`src/rtl/mem_block_mover.sv`:
```
// Block copy / block fill bus initiator for the DataMemory port.
// Moore-style FSM: memory strobes decode from state, each word is read, latched, then written.
module mem_block_mover #(
    parameter int ADDR_WIDTH = 8,
    parameter int DATA_WIDTH = 8
) (
    input  logic                  clk,
    input  logic                  reset,
    input  logic                  start,
    input  logic                  mode,
    input  logic [ADDR_WIDTH-1:0] src_addr,
    input  logic [ADDR_WIDTH-1:0] dst_addr,
    input  logic [ADDR_WIDTH-1:0] length,
    input  logic [DATA_WIDTH-1:0] fill_value,
    output logic                  busy,
    output logic                  done,
    output logic [ADDR_WIDTH-1:0] mem_address,
    output logic                  mem_read,
    output logic                  mem_write,
    output logic [DATA_WIDTH-1:0] mem_wdata,
    input  logic [DATA_WIDTH-1:0] mem_rdata
);

    typedef enum logic [2:0] {
        IDLE,
        READ,
        LATCH,
        WRITE,
        DONE
    } state_t;

    localparam logic [ADDR_WIDTH-1:0] ONE = {{(ADDR_WIDTH-1){1'b0}}, 1'b1};

    state_t                state, state_next;
    logic                  mode_q;
    logic [ADDR_WIDTH-1:0] src_q;
    logic [ADDR_WIDTH-1:0] dst_q;
    logic [ADDR_WIDTH-1:0] len_q;
    logic [ADDR_WIDTH-1:0] idx;
    logic [DATA_WIDTH-1:0] fill_q;
    logic [DATA_WIDTH-1:0] data_buf;
    logic                  last_word;

    assign last_word = (idx == (len_q - ONE));

    always_ff @(posedge clk) begin
        if (reset) begin
            state    <= IDLE;
            mode_q   <= 1'b0;
            src_q    <= '0;
            dst_q    <= '0;
            len_q    <= '0;
            idx      <= '0;
            fill_q   <= '0;
            data_buf <= '0;
        end else begin
            state <= state_next;
            case (state)
                IDLE: begin
                    if (start) begin
                        mode_q <= mode;
                        src_q  <= src_addr;
                        dst_q  <= dst_addr;
                        len_q  <= length;
                        fill_q <= fill_value;
                        idx    <= '0;
                    end
                end
                LATCH: data_buf <= mem_rdata;
                WRITE: begin
                    if (!last_word) begin
                        idx <= idx + ONE;
                    end
                end
                default: ;
            endcase
        end
    end

    always_comb begin
        state_next  = state;
        busy        = 1'b0;
        done        = 1'b0;
        mem_read    = 1'b0;
        mem_write   = 1'b0;
        mem_address = '0;
        mem_wdata   = '0;
        case (state)
            IDLE: begin
                if (start) begin
                    if (length == '0) begin
                        state_next = DONE;
                    end else if (mode) begin
                        state_next = WRITE;
                    end else begin
                        state_next = READ;
                    end
                end
            end
            READ: begin
                busy        = 1'b1;
                mem_read    = 1'b1;
                mem_address = src_q + idx;
                state_next  = LATCH;
            end
            LATCH: begin
                busy       = 1'b1;
                state_next = WRITE;
            end
            WRITE: begin
                busy        = 1'b1;
                mem_write   = 1'b1;
                mem_address = dst_q + idx;
                mem_wdata   = mode_q ? fill_q : data_buf;
                if (last_word) begin
                    state_next = DONE;
                end else if (mode_q) begin
                    state_next = WRITE;
                end else begin
                    state_next = READ;
                end
            end
            DONE: begin
                done       = 1'b1;
                state_next = IDLE;
            end
            default: state_next = IDLE;
        endcase
        // Outputs are forced low while reset is held so an aborting edge cannot commit a write.
        if (reset) begin
            busy        = 1'b0;
            done        = 1'b0;
            mem_read    = 1'b0;
            mem_write   = 1'b0;
            mem_address = '0;
            mem_wdata   = '0;
        end
    end

endmodule

```
`config.mk`:
```
export PLATFORM = sky130hd
export DESIGN_NAME = mem_block_mover
export DESIGN_NICKNAME = d
export VERILOG_FILES = /design/src/rtl/mem_block_mover.sv
export SDC_FILE = /design/constraint.sdc
export NUM_CORES = 1
export LEC_CHECK = 0
export ABC_AREA = 1
export CAP_MARGIN = 20
export CORE_UTILIZATION = 45
export CTS_BUF_LIST = sky130_fd_sc_hd__clkbuf_16
export CTS_CLUSTER_DIAMETER = 120
export CTS_CLUSTER_SIZE = 25
export DETAILED_ROUTE_END_ITERATION = 8
export HOLD_SLACK_MARGIN = 0.03
export PLACE_DENSITY = 0.78
export SETUP_SLACK_MARGIN = 0.02
export SLEW_MARGIN = 25
export SYNTH_ARGS = -nofsm -noshare
export SYNTH_HDL_FRONTEND = slang
export SYNTH_SLANG_ARGS = --single-unit
```
`constraint.sdc`:
```
create_clock -name clk -period 5.2 [get_ports clk]
set_input_delay 0.52 -clock clk [delete_from_list [all_inputs] [get_ports clk]]
set_output_delay 0.52 -clock clk [all_outputs]
set_load 0.1 [all_outputs]
```
==> results.md <==
- Status: completed
- Avg Inst Size Synth: 6.813 um2
- Clock skew: 4.517 ps
- WL final: ~7500 um
- Routability cong.: 0.8064
- Post-synth cell types: 32
- Hold Vio Cnt, Final: 0
- Crit. End Element: output pin
- Leakage: approximately 1.5 nW
- Final WS setup: 1243 ps
- Layout cells sized above 1: 0.06818
- Syn nets: 485
- Reg area: 0.001041 mm2
- Max_slew headroom: 0.3342
- Vias in the first global route: around 2.7k
- IO Pins: 64
- VDD IR max: 0.2151 mV
- #FFs+latches synth: 52
- Slew @ Worst Pin: 995.5 ps
- Area of the die: between 0.006 and 0.007 mm2
- Final setup fails: 0
- PD cells: 327.7 mW/mm2
- Final worst-path cycle share: 0.7611
- Detail Route Antenna Nets: 0
- Hold_ws: 447.7 ps
- Post-Place Worst Slack: 1282 ps
- Post-synthesis sequential area ratio: 0.3545
- Top sig layer: met4
- Setup_tns: 0 ps
- Crit-path max FO: 25
- Final-layout fill cell count: about 630
- Starting Density: 0.4651
- Die Y: 82.78 um
- Worst reg2reg path depth: 7
- Hold path cells: 2
- Met3 WL: 312 um
- DR DRC count: 0
- CTS clk-pin slew, worst paths: roughly 70 ps
- RSZ-0062 raised after global routing: false
- Initial antenna violation count: 0
- Antenna cells: 0
- CTS buffer count: 5
- Post-Synthesis Cell Area: between 0.002 and 0.003 mm2
- Area of the multi-input gates: 0.001649 mm2
- CTS tree: built
- Startpoint Class: input port
- Post-synthesis cell count: 431
- Final Slew Violations: 0
- Nets@finish: about 540
- Highest clock rate: approximately 0.25 GHz
- H-Tree Depth: 2
- Initial DRC Count: 158
- Vias post-DR: roughly 3k
- Total chip power: 1.230 mW
- Routed len/inst: approximately 13 um
- Die width: 82.78 um
- Met2 wire length: about 3600 um
- Total routing usage reported by global routing: 0.2336
- Setup CP Type: in2out
- First-pass GRT wire length: 12,240 um
- Share of the core filled with cells: 0.5947
- Metal1 wirelength: approximately 3500 um
- Core Area: 0.006314 mm2
- Critical path arrival: 3440 ps
- CP required: ~4700 ps
- # resized after CTS: 0
- Total gr overflow: 0
- Tmin final: between 3000 and 4000 ps
- Largest net degree at the start of global routing: 38
- Syn. warnings: 0
- CTS Buffer Depth: 2
- First-pass DRT Iterations: 4
- Area growth syn-to-layout: 27.87%
- Setup Buffers After CTS: 0
- CTS root buf: clkbuf_16
- Clk sink count: 52
- Hold Crit Class: reg2reg
- HPWL Detailed: 5522 um
- Input/output buffers: 63
- Hold_buf cts: 0
- Row count: 29
- DR vias/cell: 5.294
- Maxcap violations: 0
- Skew-Pair Late Insertion Delay: around 290 ps
[cells by family after synthesis]
| family | synth area share |
|---|---|
| AO/OA/AOI/OAI | 0.1824 |
| XOR/XNOR | 0.04474 |
| adder cells (fa/ha/maj) | 0.04516 |
| buffers and inverters | 0.08479 |
| flip-flops | 0.3545 |
| AND/OR/NAND/NOR | 0.2884 |
[registers in the layout, indices dropped and copies added, names as in the netlist]
signal	count
src_q	8
data_buf	8
idx	8
fill_q	8
mode_q	1
state	3
len_q	8
dst_q	8
[cells in the mapped netlist]
master | instances | share of area
nor3_2 | 1 | 0.0034
clkbuf_2 | 2 | 0.0034
nor3_1 | 1 | 0.0017
buf_2 | 5 | 0.0085
nand2_1 | 79 | 0.10
o21ai_1 | 1 | 0.0017
nand3_1 | 41 | 0.070
nand3_2 | 1 | 0.0034
dfxtp_1 | 52 | 0.35
nor2_2 | 4 | 0.0085
xnor2_1 | 6 | 0.018
xor2_1 | 9 | 0.027
nand2_8 | 1 | 0.0068
o21a_1 | 2 | 0.0051
inv_1 | 37 | 0.047
o21ai_0 | 38 | 0.065
nand2_4 | 1 | 0.0038
clkbuf_1 | 12 | 0.015
nor2_4 | 2 | 0.0077
nor4_1 | 1 | 0.0021
nand3b_1 | 1 | 0.0026
a21oi_1 | 62 | 0.11
ha_1 | 9 | 0.038
buf_1 | 1 | 0.0013
nand4_1 | 9 | 0.019
o211ai_1 | 1 | 0.0026
nand2_2 | 4 | 0.0085
inv_2 | 5 | 0.0064
fa_1 | 1 | 0.0068
clkinv_1 | 2 | 0.0026
a21boi_0 | 1 | 0.0026
nor2_1 | 39 | 0.050
[power by group]
part / total [mW] / internal (mW) / switching, mW
logic: 0.374 / 0.128 / 0.245
clock network: 0.373 / 0.226 / 0.147
registers: 0.483 / 0.448 / 0.0355
[final timing paths]
kind	start	end	slack, ps
setup / recovery	reset	done	1240
hold / removal	dst_q[6]	dst_q[6]	450
setup reg to reg	state[1]	idx[2]	2540
hold reg to reg	dst_q[6]	dst_q[6]	450
[metal layers]
layer / track usage / vias to the layer above
met2: 0.3918 / 87
met5: 0 / -
li1: - / 1520
met1: 0.3051 / 1351
met3: 0.03497 / 12
met4: 0.07931 / 0
[worst max-delay path: stages]
cell             delay [ps]
clkdlybuf4s50_1         820
inv_1                   690
nand2_1                 100
nor2_1                  150
clkdlybuf4s50_1        1150
[stage by stage]
step,instance area [um2],instances
floorplan,2937,431
global placement,3585,553
CTS,3755,561
finish,3755,561
detailed placement,3587,553
global route,3755,561
[cell type report]
type                            instances  share of cell area
Multi-Input combinational cell        315              0.4392
Clock inverter                          3             0.01133
Inverter                               44             0.04399
Sequential cell                        52              0.2772
Timing Repair Buffer                   65              0.1693
Tap cell                               77             0.02566
Clock buffer                            5             0.03332
[placed cells by master, fill, tap and decap left out]
| master | count |
|---|---|
| xor2_1 | 9 |
| nor2_2 | 4 |
| a21oi_1 | 62 |
| buf_4 | 6 |
| xnor2_1 | 6 |
| nand3_2 | 1 |
| a21boi_0 | 1 |
| nand2_4 | 1 |
| nor2_1 | 39 |
| fa_1 | 1 |
| o21ai_1 | 1 |
| clkbuf_16 | 5 |
| nand2_1 | 78 |
| bufinv_16 | 1 |
| dfxtp_1 | 52 |
| nand3b_1 | 1 |
| o211ai_1 | 1 |
| o21a_1 | 2 |
| clkinv_1 | 3 |
| nand3_1 | 41 |
| nor4_1 | 1 |
| nand4_1 | 9 |
| inv_2 | 5 |
| inv_1 | 37 |
| nor2_4 | 2 |
| clkinv_4 | 1 |
| nand2_2 | 5 |
| nor3_2 | 1 |
| clkdlybuf4s50_1 | 59 |
| ha_1 | 9 |
| nor3_1 | 1 |
| o21ai_0 | 38 |
| nand2_8 | 1 |
No activity file was read; power rests on OpenSTA's default activity.
